==> config.mk <==
export PLATFORM = sky130hd
export DESIGN_NAME = move_scheduler
export DESIGN_NICKNAME = d
export VERILOG_FILES = /design/src/rtl/pac_pkg.sv /design/src/rtl/next_tile_calc.sv /design/src/rtl/move_scheduler.sv
export SDC_FILE = /design/constraint.sdc
export NUM_CORES = 1
export LEC_CHECK = 0
export CAP_MARGIN = 25
export CORE_ASPECT_RATIO = 0.7
export CORE_UTILIZATION = 50
export CTS_BUF_LIST = sky130_fd_sc_hd__clkbuf_4 sky130_fd_sc_hd__clkbuf_8
export DETAILED_ROUTE_END_ITERATION = 12
export GPL_TIMING_DRIVEN = 0
export PLACE_DENSITY = 0.79
export SYNTH_ARGS = -nofsm -noshare
export SYNTH_HDL_FRONTEND = slang
export SYNTH_SLANG_ARGS = --single-unit
==> constraint.sdc <==
create_clock -name clk -period 5.2 [get_ports clk]
set_input_delay 1.04 -clock clk [delete_from_list [all_inputs] [get_ports clk]]
set_output_delay 1.04 -clock clk [all_outputs]
set_load 0.02 [all_outputs]
==> src/rtl/pac_pkg.sv <==
// Shared definitions for the Pac-Man movement logic.
// Contents:
//   DIR_*       2-bit heading encoding (00 up, 01 down, 10 left, 11 right)
//   X_W, Y_W    coordinate widths (x wraps at X_MAX, y wraps modulo 512)
//   STEP_DEF    default pixels per committed step
//   X_MAX_DEF   default horizontal wrap modulus
//   state_e     move_scheduler FSM states
package pac_pkg;

    localparam logic [1:0] DIR_UP    = 2'b00;
    localparam logic [1:0] DIR_DOWN  = 2'b01;
    localparam logic [1:0] DIR_LEFT  = 2'b10;
    localparam logic [1:0] DIR_RIGHT = 2'b11;

    localparam int X_W       = 10;
    localparam int Y_W       = 9;
    localparam int STEP_DEF  = 8;
    localparam int X_MAX_DEF = 640;

    typedef enum logic [2:0] {
        S_IDLE,
        S_REQ,
        S_REQ_CHK,
        S_CUR,
        S_CUR_CHK,
        S_DONE
    } state_e;

endpackage

==> src/rtl/next_tile_calc.sv <==
// Combinational one-step target calculator.
// Ports:
//   x, y   current sprite position
//   dir    heading to evaluate
//   tx, ty position one STEP away in that heading; x wraps at X_MAX,
//          y wraps naturally modulo 2**Y_W. No clamping is done here,
//          edge walls come from the map.
module next_tile_calc
    import pac_pkg::*;
#(
    parameter int STEP  = STEP_DEF,
    parameter int X_MAX = X_MAX_DEF
) (
    input  logic [X_W-1:0] x,
    input  logic [Y_W-1:0] y,
    input  logic [1:0]     dir,
    output logic [X_W-1:0] tx,
    output logic [Y_W-1:0] ty
);

    localparam int XE = X_W + 1;

    // One extra bit so x+STEP near X_MAX cannot overflow before the compare.
    logic [XE-1:0] x_plus;

    always_comb begin
        tx     = x;
        ty     = y;
        x_plus = {1'b0, x} + XE'(STEP);
        case (dir)
            DIR_UP:   ty = y - Y_W'(STEP);
            DIR_DOWN: ty = y + Y_W'(STEP);
            DIR_LEFT: begin
                if (x < X_W'(STEP)) tx = X_W'({1'b0, x} + XE'(X_MAX - STEP));
                else                tx = x - X_W'(STEP);
            end
            default: begin
                if (x_plus >= XE'(X_MAX)) tx = X_W'(x_plus - XE'(X_MAX));
                else                      tx = x_plus[X_W-1:0];
            end
        endcase
    end

endmodule

==> src/rtl/move_scheduler.sv <==
// Per-game-tick movement sequencer. On an accepted tick it walks the active
// sprites in index order, probing the shared wall map with each sprite's
// requested step and, if that is walled and differs from the current
// heading, with the current-heading step.
// Ports:
//   clk, rst            clock, synchronous active-high reset
//   tick                starts a round (accepted only in IDLE)
//   active, dir_req     per-sprite enable and requested heading, snapshotted at tick
//   map_x, map_y        registered wall-lookup address
//   map_is_wall         lookup result, valid the cycle after the address
//   pos_x, pos_y        packed sprite positions
//   cur_dir             packed committed headings
//   blocked             sprite held in place during its last move
//   busy, done          round in progress / one-cycle round end
//   tick_miss           one-cycle pulse for a tick dropped while busy
//
// state     | meaning
// ----------+--------------------------------------------------------------
// S_IDLE    | waiting for tick
// S_REQ     | map address holds target of requested heading
// S_REQ_CHK | map result for requested heading is valid
// S_CUR     | map address holds target of current heading (fallback)
// S_CUR_CHK | map result for current heading is valid
// S_DONE    | done pulse, back to idle
module move_scheduler
    import pac_pkg::*;
#(
    parameter int N_SPR  = 5,
    parameter int STEP   = STEP_DEF,
    parameter int X_MAX  = X_MAX_DEF,
    parameter int PAC_X0 = 320,
    parameter int PAC_Y0 = 360,
    parameter int GH_X0  = 320,
    parameter int GH_Y0  = 232
) (
    input  logic                   clk,
    input  logic                   rst,
    input  logic                   tick,
    input  logic [N_SPR-1:0]       active,
    input  logic [2*N_SPR-1:0]     dir_req,
    output logic [X_W-1:0]         map_x,
    output logic [Y_W-1:0]         map_y,
    input  logic                   map_is_wall,
    output logic [X_W*N_SPR-1:0]   pos_x,
    output logic [Y_W*N_SPR-1:0]   pos_y,
    output logic [2*N_SPR-1:0]     cur_dir,
    output logic [N_SPR-1:0]       blocked,
    output logic                   busy,
    output logic                   done,
    output logic                   tick_miss
);

    localparam int IDX_W = (N_SPR > 1) ? $clog2(N_SPR) : 1;

    state_e                 state_q, state_d;
    logic [IDX_W-1:0]       idx_q, idx_d;
    logic [N_SPR-1:0]       act_snap_q, act_snap_d;
    logic [2*N_SPR-1:0]     dir_snap_q, dir_snap_d;
    logic [X_W*N_SPR-1:0]   pos_x_q, pos_x_d;
    logic [Y_W*N_SPR-1:0]   pos_y_q, pos_y_d;
    logic [2*N_SPR-1:0]     cur_dir_q, cur_dir_d;
    logic [N_SPR-1:0]       blocked_q, blocked_d;
    logic [X_W-1:0]         map_x_q, map_x_d;
    logic [Y_W-1:0]         map_y_q, map_y_d;
    logic                   busy_q, busy_d;
    logic                   done_q, done_d;
    logic                   tick_miss_q, tick_miss_d;

    // Next active sprite: from the live inputs in IDLE, otherwise the
    // lowest snapshotted sprite above the current index.
    logic [N_SPR-1:0]       search_mask;
    logic                   nxt_found;
    logic [IDX_W-1:0]       nxt_idx;

    always_comb begin
        search_mask = '0;
        for (int j = 0; j < N_SPR; j++) begin
            if (state_q == S_IDLE) search_mask[j] = active[j];
            else                   search_mask[j] = act_snap_q[j] && (j > int'(idx_q));
        end
        nxt_found = 1'b0;
        nxt_idx   = '0;
        for (int j = N_SPR - 1; j >= 0; j--) begin
            if (search_mask[j]) begin
                nxt_found = 1'b1;
                nxt_idx   = IDX_W'(j);
            end
        end
    end

    // The single calculator is fed whatever the next map address must be:
    // the current-heading step on a fallback, else the next sprite's request.
    logic                   req_same;
    logic                   use_cur;
    logic [IDX_W-1:0]       calc_idx;
    logic [1:0]             calc_dir;
    logic [X_W-1:0]         calc_x, tgt_x;
    logic [Y_W-1:0]         calc_y, tgt_y;

    always_comb begin
        req_same = (dir_snap_q[2*idx_q +: 2] == cur_dir_q[2*idx_q +: 2]);
        use_cur  = (state_q == S_REQ_CHK) && map_is_wall && !req_same;
        calc_idx = use_cur ? idx_q : nxt_idx;
        if (use_cur)                calc_dir = cur_dir_q[2*calc_idx +: 2];
        else if (state_q == S_IDLE) calc_dir = dir_req[2*calc_idx +: 2];
        else                        calc_dir = dir_snap_q[2*calc_idx +: 2];
        calc_x = pos_x_q[X_W*calc_idx +: X_W];
        calc_y = pos_y_q[Y_W*calc_idx +: Y_W];
    end

    next_tile_calc #(.STEP(STEP), .X_MAX(X_MAX)) u_calc (
        .x   (calc_x),
        .y   (calc_y),
        .dir (calc_dir),
        .tx  (tgt_x),
        .ty  (tgt_y)
    );

    logic advance;

    always_comb begin
        state_d     = state_q;
        idx_d       = idx_q;
        act_snap_d  = act_snap_q;
        dir_snap_d  = dir_snap_q;
        pos_x_d     = pos_x_q;
        pos_y_d     = pos_y_q;
        cur_dir_d   = cur_dir_q;
        blocked_d   = blocked_q;
        map_x_d     = map_x_q;
        map_y_d     = map_y_q;
        advance     = 1'b0;
        tick_miss_d = tick && (state_q != S_IDLE);

        case (state_q)
            S_IDLE: begin
                if (tick) begin
                    act_snap_d = active;
                    dir_snap_d = dir_req;
                    if (nxt_found) begin
                        idx_d   = nxt_idx;
                        map_x_d = tgt_x;
                        map_y_d = tgt_y;
                        state_d = S_REQ;
                    end else begin
                        state_d = S_DONE;
                    end
                end
            end
            S_REQ: state_d = S_REQ_CHK;
            S_REQ_CHK: begin
                // The registered address is the target, so commit from it.
                if (!map_is_wall) begin
                    pos_x_d[X_W*idx_q +: X_W] = map_x_q;
                    pos_y_d[Y_W*idx_q +: Y_W] = map_y_q;
                    cur_dir_d[2*idx_q +: 2]   = dir_snap_q[2*idx_q +: 2];
                    blocked_d[idx_q]          = 1'b0;
                    advance                   = 1'b1;
                end else if (req_same) begin
                    blocked_d[idx_q] = 1'b1;
                    advance          = 1'b1;
                end else begin
                    map_x_d = tgt_x;
                    map_y_d = tgt_y;
                    state_d = S_CUR;
                end
            end
            S_CUR: state_d = S_CUR_CHK;
            S_CUR_CHK: begin
                if (!map_is_wall) begin
                    pos_x_d[X_W*idx_q +: X_W] = map_x_q;
                    pos_y_d[Y_W*idx_q +: Y_W] = map_y_q;
                    blocked_d[idx_q]          = 1'b0;
                end else begin
                    blocked_d[idx_q] = 1'b1;
                end
                advance = 1'b1;
            end
            S_DONE:  state_d = S_IDLE;
            default: state_d = S_IDLE;
        endcase

        if (advance) begin
            if (nxt_found) begin
                idx_d   = nxt_idx;
                map_x_d = tgt_x;
                map_y_d = tgt_y;
                state_d = S_REQ;
            end else begin
                state_d = S_DONE;
            end
        end

        busy_d = (state_d != S_IDLE);
        done_d = (state_d == S_DONE);
    end

    always_ff @(posedge clk) begin
        if (rst) begin
            state_q     <= S_IDLE;
            idx_q       <= '0;
            act_snap_q  <= '0;
            dir_snap_q  <= '0;
            blocked_q   <= '0;
            map_x_q     <= '0;
            map_y_q     <= '0;
            busy_q      <= 1'b0;
            done_q      <= 1'b0;
            tick_miss_q <= 1'b0;
            for (int k = 0; k < N_SPR; k++) begin
                pos_x_q[X_W*k +: X_W] <= (k == 0) ? X_W'(PAC_X0) : X_W'(GH_X0);
                pos_y_q[Y_W*k +: Y_W] <= (k == 0) ? Y_W'(PAC_Y0) : Y_W'(GH_Y0);
                cur_dir_q[2*k +: 2]   <= DIR_LEFT;
            end
        end else begin
            state_q     <= state_d;
            idx_q       <= idx_d;
            act_snap_q  <= act_snap_d;
            dir_snap_q  <= dir_snap_d;
            pos_x_q     <= pos_x_d;
            pos_y_q     <= pos_y_d;
            cur_dir_q   <= cur_dir_d;
            blocked_q   <= blocked_d;
            map_x_q     <= map_x_d;
            map_y_q     <= map_y_d;
            busy_q      <= busy_d;
            done_q      <= done_d;
            tick_miss_q <= tick_miss_d;
        end
    end

    assign map_x     = map_x_q;
    assign map_y     = map_y_q;
    assign pos_x     = pos_x_q;
    assign pos_y     = pos_y_q;
    assign cur_dir   = cur_dir_q;
    assign blocked   = blocked_q;
    assign busy      = busy_q;
    assign done      = done_q;
    assign tick_miss = tick_miss_q;

endmodule

# After elaboration in Yosys (flattened, before gate mapping)

Index checks and enable logic that the tools add are counted.

Logic and storage cells: 139
Output and inout bits: 132
Flip-flop bits (word level): 153

Magnitude comparators: 8
Shifts and indexed selects: 13
Equality and inequality tests: 9
Bitwise operators: 4
Mux-type cells: 59
$add $sub $neg: 9
$mul: 4
Reduce and logical (&&, ||, !) cells: 20

Operator list:

| kind                                                                     | count |
|---|---|
| 10-bit two-way mux                                                       | 8 |
| 7-bit negator with 34-bit output                                         | 2 |
| 9-bit two-way mux                                                        | 6 |
| 50-bit bitwise mux                                                       | 1 |
| 10-bit by 34-bit variable shift with 50-bit output, first input constant | 1 |
| 10-bit by 34-bit indexed part select with 50-bit output                  | 1 |
| 10-bit by 5-bit indexed part select with 2-bit output                    | 5 |
| 50-bit by 8-bit indexed part select with 10-bit output                   | 1 |
| 3-bit two-way mux                                                        | 16 |
| 45-bit bitwise mux                                                       | 1 |
| 9-bit by 34-bit variable shift with 45-bit output, first input constant  | 1 |
| 45-bit by 8-bit indexed part select with 9-bit output                    | 1 |
| 9-bit by 34-bit indexed part select with 45-bit output                   | 1 |
| 10-bit case mux with 2 select lines                                      | 2 |
| 9-bit case mux with 2 select lines                                       | 2 |
| 4-bit negator with 34-bit output                                         | 1 |
| 2-bit by 34-bit variable shift with 10-bit output, first input constant  | 1 |
| 2-bit by 34-bit indexed part select with 10-bit output                   | 1 |
| 5-bit two-way mux                                                        | 3 |
| 3-bit case mux with 5 select lines                                       | 1 |
| 4-bit by 3-bit multiplier with 7-bit output, first input constant        | 2 |
| 1-bit two-way mux                                                        | 13 |
| 3-bit by 3-bit multiplier with 6-bit output, first input constant        | 2 |
| 10-bit by 4-bit adder with 11-bit output, second input constant          | 1 |
| 36 further kinds                                                         | 52 |

# Longest topological paths before layout

Gate-level depths: netlist of run 1.

Word-level depth: 20
Depth in mapped cells: 25

# Modules after synthesis

Synthesis of run 1 repeated with hierarchy kept, for this count alone.

Cells, all modules: 1194
Area, all modules: 9512.9 sq um

By module, submodules not included:

| module         | sequential area each (sq um) | times used | cells an instance | area an instance (sq um) |
|---|---|---|---|---|
| move_scheduler | 3042.9                       | 1          | 1066              | 8613.3 |
| next_tile_calc | 0.0                          | 1          | 128               | 899.6 |

# Least setup slack after synthesis of run 1

OpenSTA, ideal clock, no wires.

Path kind: reg2reg
Start: register idx_q[0]
End: register map_y_q[8] (netlist: map_y[8])
Data arrival time: 4.983 ns
Data required time: 5.138 ns
Path slack: 0.155 ns
Library setup time: 0.062 ns
Period minus slack after synthesis: 5.045 ns
Stages on the path, launching flop included: 24
Cells stage by stage: dfxtp_1 -> buf_6 -> buf_6 -> clkinv_1 -> ha_1 -> ha_1 -> nor2b_1 -> o21ai_0 -> o21ai_0 -> nand2_1 -> a21o_1 -> a221oi_1 -> a31oi_1 -> mux2i_1 -> clkbuf_1 -> clkbuf_1 -> nand2_1 -> ha_1 -> a21o_1 -> a41o_1 -> a31oi_1 -> xnor2_1 -> a2111o_1 -> nand3_1

Word-level cells in the longest chain between the ends: 19
Elaborated cells on any way between the ends: 50
Those cells by class: 2 x add/sub; 1 x mul; 4 x order compare; 2 x eq/ne; 6 x shift; 28 x mux; 7 x reduce/logical

RTL lines:

| element                                                                         | RTL line              | text |
|---|---|---|
| start: declaration                                                              | move_scheduler.sv:56  | `logic [IDX_W-1:0] idx_q, idx_d;` |
| start signal: assignment                                                        | move_scheduler.sv:217 | `idx_q <= idx_d;` |
| branches (longest 18 deep; another with 9-bit by 4-bit adder with 9-bit output) | n/a                   |  |
| 9-bit two-way mux (*)                                                           | move_scheduler.sv:183 | `if (advance) begin` |
| end signal: assignment                                                          | move_scheduler.sv:225 | `map_y_q <= map_y_d;` |
| end: declaration                                                                | move_scheduler.sv:64  | `logic [Y_W-1:0] map_y_q, map_y_d;` |

Every way passes the cells marked *.
A chain may end at the register's enable or synchronous reset.

# Worst setup path in the final report of run 1

Start: register idx_q[2]
End: register map_y_q[8] (netlist: map_y[8])

Same word-level chain as after synthesis.

==> metrics.md, run 1 <==
| Metric | Value |
|---|---|
| Status | completed |
| Top_reg_cell synth | dfxtp_1 |
| Area of the die | around 19000 um^2 |
| Worst-skew pair later-pin latency | 490 ps |
| Asr flop ratio synth | 0% |
| Syn_area_per_cell | 7.87 um^2 |
| Synth Warn # | 0 |
| Die width | between 150 and 200 um |
| Die Height | 115 um |
| IO Port Bufs | approximately 150 |
| Vias/cell | about 6.4 |
| Share of the synthesized area in the top cell type | 33.3% |
| Top-level port count | roughly 150 |
| Tot GR Track Use | just under 40% |
| CP Data Arrival Time | about 5500 ps |
| Fmax | around 0.20 GHz |
| R2r endpoint | map_y[8] |
| Max Slew Vio Count | 0 |
| DR WL/cell | 23.3 um |
| DRT Wirelength | 36900 um |
| Final Hold Viols | 0 |
| Fillers | 1565 |
| Hold crit path type | flop to flop |
| Total number of vias | a little over 10000 |
| Initial antenna violation count | 0 |
| GP Congestion | 0.985 |
| Synth Net Count | 1200 |
| Sequential element share of the synthesized area | 33.3% |
| Synth Instances | ~1200 |
| Final worst setup slack | approximately 110 ps |
| Worst r2r src | idx_q[2] |
| Num rows | 40 |
| GRT overflow | 0 |
| Worst Skew | ~15 ps |
| Global-route wire length before repair | about 55000 um |
| Fin crit share | 97.8% |
| Largest net degree at the start of global routing | 18 |
| Min Tclk post-route | around 5100 ps |
| Slew margin rel. | 37.6% |
| Reg clk slew, reported paths | ~100 ps |
| Initial DRT Pass Iterations | 8 |
| H-tree level count | 4 |
| Cells on worst reg2reg path | 18 |
| Tightest Pin Transition | slightly above 900 ps |
| PD cells | around 360 nW/um^2 |
| Layout cells sized above 1 | about a tenth |
| Worst hold margin | 460 ps |
| Clk sinks | 152 |
| Total of max-cap violations | 0 |
| Setup violators final | 0 |
| Vias in the first global route | between 9000 and 10000 |
| CTS buffer count | 17 |
| Type of the worst setup path | flop to flop |
| Hold Path Sink | act_snap_q[4] |
| Design Area, Final | ~12000 um^2 |
| Worst Min Path Start | act_snap_q[4] |
| Worst hold path stage count | 2 |
| Dominant cell type by area after synthesis | dfxtp_1 |
| Post-route ant nets | 0 |
| Max Root-Sink Buffers | 2 |
| Max VDD drop | around 160 uV |
| Core Region | 17500 um^2 |
| CTS tree | built |
| Worst setup SP type | flop |
| Top cells by area, synth | dfxtp_1 (33%), nand2_1 (7.4%), nor2_1 (5.8%) |
| Most frequent cell after synthesis | nand2_1 |
| # diodes | 0 |
| Crit Path Max Fanout | 10 |
| Remaining DRCs | 0 |
| Pre-CTS setup slack | -1580 ps |
| Post-synth cell types | between 90 and 100 |
| Post-synthesis register bit count | 152 |
| Clk root buf | clkbuf_8 |
| Multi-input gate area | about 6000 um^2 |
| Synth-to-layout area growth | 27.3% |
| Synth top cells by count | nand2_1 (180), dfxtp_1 (152), nor2_1 (141), a21oi_1 (86), nand3_1 (66) |
| Initial Utilization | 52.1% |
| Final design utilization | between 60% and 70% |
| R2R setup slack | between 100 and 150 ps |
| Number of enable flip-flop cells after synthesis | 0 |
| Synthesized area | about 9000 um^2 |
| Critical Path RT | approximately 5600 ps |
| Critical path capture point type | flop |
| DPL Wire Length | 27400 um |
| RSZ-0062 raised after global routing | true |
| # hold bufs at CTS | 0 |
| Post-Place Cell Area | 10900 um^2 |
| Layout Nets | approximately 1400 |
| Register area | 3050 um^2 |
| 1st-iter DRT viols | between 1000 and 1500 |
| Leak pwr | ~4.2 nW |
## metal layers
layer	vias to the layer above	wire length [um]	track usage [%]
li1	4549	-	-
met5	-	0	0
met4	0	1350	16.1
met1	4858	16100	56.3
met2	668	15100	55.1
met3	103	4340	10.5
## kinds of logic after synthesis
| kind of cell | share of synthesized area [%] |
|---|---|
| mux | 8.96 |
| xor+xnor | 1.54 |
| compound gates | 21.7 |
| buf+inv | 4.33 |
| simple gates | 27.2 |
| flops | 33.3 |
| fa+ha+maj | 2.96 |
## repair_timing
action	4_1_cts	5_1_grt
endpoints found under the setup margin	9	4
hold endpoints to repair	0	0
resized for setup	26	29
setup buffers	5	9
pin swaps	2	5
## how the worst max path moves through the flow
stage | from | end | slack, ps | cells past startpoint
after global placement | idx_q[0] | map_y[8] | -1580 | 22
after global routing | idx_q[0] | map_y[8] | -10 | 22
after CTS | idx_q[1] | map_y[8] | 4 | 20
after detailed placement | idx_q[0] | map_y[8] | -1580 | 23
after floorplan | idx_q[0] | map_y[8] | 150 | 23
final | idx_q[2] | map_y[8] | 110 | 18
## placed cells by master, fill, tap and decap left out, types with 12 or more instances in the layout
| master | count |
|---|---|
| nor2_1 | 141 |
| clkbuf_1 | 52 |
| nand2_1 | 178 |
| nor3_1 | 22 |
| and3_1 | 17 |
| ha_1 | 17 |
| o22ai_1 | 13 |
| mux2i_1 | 49 |
| nand3_1 | 66 |
| clkdlybuf4s50_1 | 148 |
| a211oi_1 | 15 |
| nor2b_1 | 19 |
| clkbuf_8 | 18 |
| mux2_2 | 12 |
| a211o_1 | 24 |
| buf_4 | 13 |
| inv_1 | 21 |
| a21oi_1 | 83 |
| o21ai_0 | 35 |
| dfxtp_1 | 150 |
## registers in the layout, summed over array words and instances (netlist names), named ones only
signal      count
act_snap_q      4
map_x          10
cur_dir        10
state_q         3
idx_q           3
dir_snap_q     10
pos_y          45
done            1
map_y           9
pos_x          50
tick_miss       1
busy            1
## report_power, final
| part | internal (W) | switching [W] | total (W) |
|---|---|---|---|
| sequential | 0.00123 | 0.000114 | 0.00134 |
| combinational | 0.000673 | 0.00123 | 0.00190 |
| clock | 0.000377 | 0.000584 | 0.000961 |
## metrics by stage
step | setup TNS, ps | instances | power [W]
6_report | 0 | 1585 | 0.00421
5_1_grt | -12.0 | 1585 | 0.00437
4_1_cts | 0 | 1576 | 0.00404
3_5_place_dp | -7450 | 1539 | 0.00306
3_3_place_gp | -7270 | 1539 | 0.00305
2_1_floorplan | 0 | 1160 | 0.00249
## area by class of cell
type / instances / share of cell area, %
well taps: 231 / 2.49
clock buffers: 18 / 2.13
plain buffers: 69 / 2.86
multi-input cells: 916 / 50.5
clock inverters: 14 / 1.26
inverters: 23 / 0.786
repair buffers: 162 / 13.8
flip-flops and latches: 152 / 26.2
## critical path, cell delays in order (launching register included)
cell      delay [ps]
dfxtp_1          470
buf_2            310
nor4bb_1         310
a21oi_2          110
and3b_1          220
o221ai_1         360
nand3_2          310
nand2_4          200
buf_6            220
mux4_2           340
a311o_2          520
nand2_2          170
ha_4             240
a21o_1           170
a41o_1           250
a31oi_2          230
xnor2_1          110
a2111o_1         410
nand3_1           60
(Power assumes the default switching activity.)
==> run 2: changes to the inputs <==
--- a/config.mk
+++ b/config.mk
@@ -6,12 +6,13 @@
 export NUM_CORES = 1
 export LEC_CHECK = 0
 export CAP_MARGIN = 25
-export CORE_ASPECT_RATIO = 0.7
+export CORE_ASPECT_RATIO = 0.6
 export CORE_UTILIZATION = 50
 export CTS_BUF_LIST = sky130_fd_sc_hd__clkbuf_4 sky130_fd_sc_hd__clkbuf_8
 export DETAILED_ROUTE_END_ITERATION = 12
 export GPL_TIMING_DRIVEN = 0
 export PLACE_DENSITY = 0.79
+export SLEW_MARGIN = 15
 export SYNTH_ARGS = -nofsm -noshare
 export SYNTH_HDL_FRONTEND = slang
 export SYNTH_SLANG_ARGS = --single-unit
==> run 2 against run 1 <==
Effect of this change:
- clock-buffer cell count fell by 1
- clock power barely moved
- worst setup slack got worse by 50 ps
- flip-flop and latch count did not move
- critical path depth rose by 2
- first-iteration DRC count rose by 21%
- clock skew rose by 2.7 ps
==> metrics.md, run 2 (synthesis results as in run 1) <==
| Metric | Value |
|---|---|
| Status | completed |
| Layout cells sized above 1 | around 11% |
| 1st-iter DRT viols | about 1600 |
| Max VDD drop | between 200 and 250 uV |
| Most common cell after layout, fill and taps aside | nand2_1 |
| Remaining DRCs | 0 |
| GRT overflow | 0 |
| Clk root buf | clkbuf_8 |
| Final Hold Viols | 0 |
| CTS buffer count | 17 |
| Num rows | 37 |
| Type of the worst setup path | flop to flop |
| Worst r2r src | idx_q[0] |
| DRT Wirelength | around 38000 um |
| DPL Wire Length | 28000 um |
| Critical Path RT | approximately 5600 ps |
| Worst Setup EP | map_y[8] |
| Tot GR Track Use | around two fifths |
| CTS tree | built |
| Max Root-Sink Buffers | 2 |
| Setup TNS | 0 ps |
| CP max-delay cell | dfxtp_4 |
| Reg clk slew, reported paths | about 110 ps |
| Worst-skew pair later-pin latency | roughly 500 ps |
| Total of max-cap violations | 0 |
| Global-route wire length before repair | between 50000 and 60000 um |
| DR top layer | met4 |
| H-tree level count | 4 |
| Vias/cell | 6.46 |
| Max incr delay on CP | roughly 450 ps |
| Area of the die | 18800 um^2 |
| Leak pwr | 4.25 nW |
| GP Congestion | around 1.0 |
| Core Region | roughly 17000 um^2 |
| Slew margin rel. | between 30% and 40% |
| Die Height | between 100 and 150 um |
| Multi-input gate area | 5880 um^2 |
| # diodes | 0 |
| Synth-to-layout area growth | 28.0% |
| Initial Utilization | 52.2% |
| PD cells | approximately 360 nW/um^2 |
| CP Data Arrival Time | 5570 ps |
| Post-route ant nets | 0 |
| Most frequent cells in the layout | nand2_1 (177), dfxtp_1 (150), clkdlybuf4s50_1 (148), nor2_1 (140), a21oi_1 (84) |
| Max Slew Vio Count | 0 |
| Layout Nets | 1385 |
| IO Port Bufs | 148 |
| Design Area, Final | approximately 12000 um^2 |
| Vias in the first global route | ~9300 |
| Register area | between 3000 and 4000 um^2 |
| Critical path capture point type | flop |
| Post-Place Cell Area | approximately 11000 um^2 |
| Fin cells | approximately 1600 |
| DR WL/cell | roughly 24 um |
| Worst Min Path Start | act_snap_q[4] |
| Initial antenna violation count | 0 |
| Number of instances in the placed design | between 1500 and 2000 |
| Worst setup SP type | flop |
| Total number of vias | roughly 10000 |
| Crit Path Max Fanout | 10 |
| Fillers | about 1500 |
| Hold crit path type | flop to flop |
| Clk sinks | 152 |
| Tot Pwr | 0.00422 W |
| R2r endpoint | map_y[8] |
| Die width | ~180 um |
| Worst Skew | 17.9 ps |
| Fin crit share | between 90% and 100% |
| Min Tclk post-route | roughly 5100 ps |
| Max reg flops | 50 |
| Cells on worst reg2reg path | 20 |
| Wire length on met3 | about 5600 um |
| Initial DRT Pass Iterations | 5 |
| Largest net degree at the start of global routing | 19 |
| Met2 Wirelength | 15000 um |
| M1 wire length | around 16000 um |
| Crit path launch | idx_q[0] |
| Setup violators final | 0 |
| Top-level port count | 151 |
| R2R setup slack | ~64 ps |
| Tightest Pin Transition | 923 ps |
| Fmax | just under 0.2 GHz |
| CP Cell Sequence | buf_8 > mux2i_2 > nand2b_1 > a222oi_1 > buf_4 > o221ai_2 > buf_6 > a21o_1 > nand2_2 > buf_2 > a21oi_1 > a311o_2 > nand2_2 > ha_1 > a21o_1 > a41o_1 > a31oi_1 > xnor2_1 > a2111o_1 > nand3_1 |
[run 2: changes by cell type in the layout (fill, tap and decap cells not counted), moves of 3 or more]
| cell | change |
|---|---|
| inv_6 | -4 |
| clkinv_4 | +3 |
| buf_4 | +6 |
| clkinv_8 | +3 |
[run 2: final cells by class]
| class | count | share of cell area, % |
|---|---|---|
| well taps | 234 | 2.51 |
| inverters | 23 | 0.814 |
| clock inverters | 15 | 1.50 |
| multi-input cells | 916 | 50.3 |
| plain buffers | 68 | 2.85 |
| flip-flops and latches | 152 | 26.1 |
| clock buffers | 17 | 2.00 |
| repair buffers | 167 | 13.9 |
[run 2: timing repair]
item / in CTS / in global routing
cloned: 0 / 0
pin swaps: 3 / 9
buffers inserted: 5 / 14
resized for setup: 33 / 27
setup endpoints to repair: 10 / 5
hold buffers: 0 / 0
[run 2: worst min path at each step]
stage	end	slack (ps)	depth (start not counted)
after floorplan	act_snap_q[4]	430	2
after global placement	act_snap_q[4]	450	2
after CTS	act_snap_q[4]	470	2
after global routing	act_snap_q[4]	490	2
final	act_snap_q[4]	470	2
after detailed placement	act_snap_q[4]	450	2
[run 2: power by group]
group	leakage, nW	switching, W	internal [W]
combinational	2.81	0.00125	0.000667
sequential	1.23	0.000119	0.00123
clock	0.203	0.000595	0.000367
total	4.25	0.00196	0.00226
[run 2: through the flow]
step | setup slack, ps | utilization (%) | hold slack [ps]
4_1_cts | 3.68 | 65.5 | 470
3_3_place_gp | -1580 | 62.3 | 451
5_1_grt | -138 | 66.8 | 493
6_report | 63.5 | 66.8 | 470
3_5_place_dp | -1660 | 62.3 | 453
2_1_floorplan | 155 | - | 432
[run 2: critical path: cells and delay by family (launching register included)]
kind / cells / cell delay [ps]
fa+ha+maj: 1 / 290
simple gates: 4 / 590
flops: 1 / 450
mux: 1 / 320
xor+xnor: 1 / 130
compound gates: 9 / 2360
buf+inv: 4 / 920
[run 2: per-layer routing]
layer / vias up / global-route usage (%)
met1: 4858 / 59.8
met3: 98 / 10.9
met4: 0 / 10.8
met2: 778 / 55.5
li1: 4553 / -
met5: - / 0
==> run 3: changes to the inputs <==
--- a/config.mk
+++ b/config.mk
@@ -11,6 +11,7 @@
 export CTS_BUF_LIST = sky130_fd_sc_hd__clkbuf_4 sky130_fd_sc_hd__clkbuf_8
 export DETAILED_ROUTE_END_ITERATION = 12
 export GPL_TIMING_DRIVEN = 0
+export HOLD_SLACK_MARGIN = 0.05
 export PLACE_DENSITY = 0.79
 export SLEW_MARGIN = 15
 export SYNTH_ARGS = -nofsm -noshare
==> results of run 3 <==
No change in the layout: final DEF, timing and power equal those of run 2.
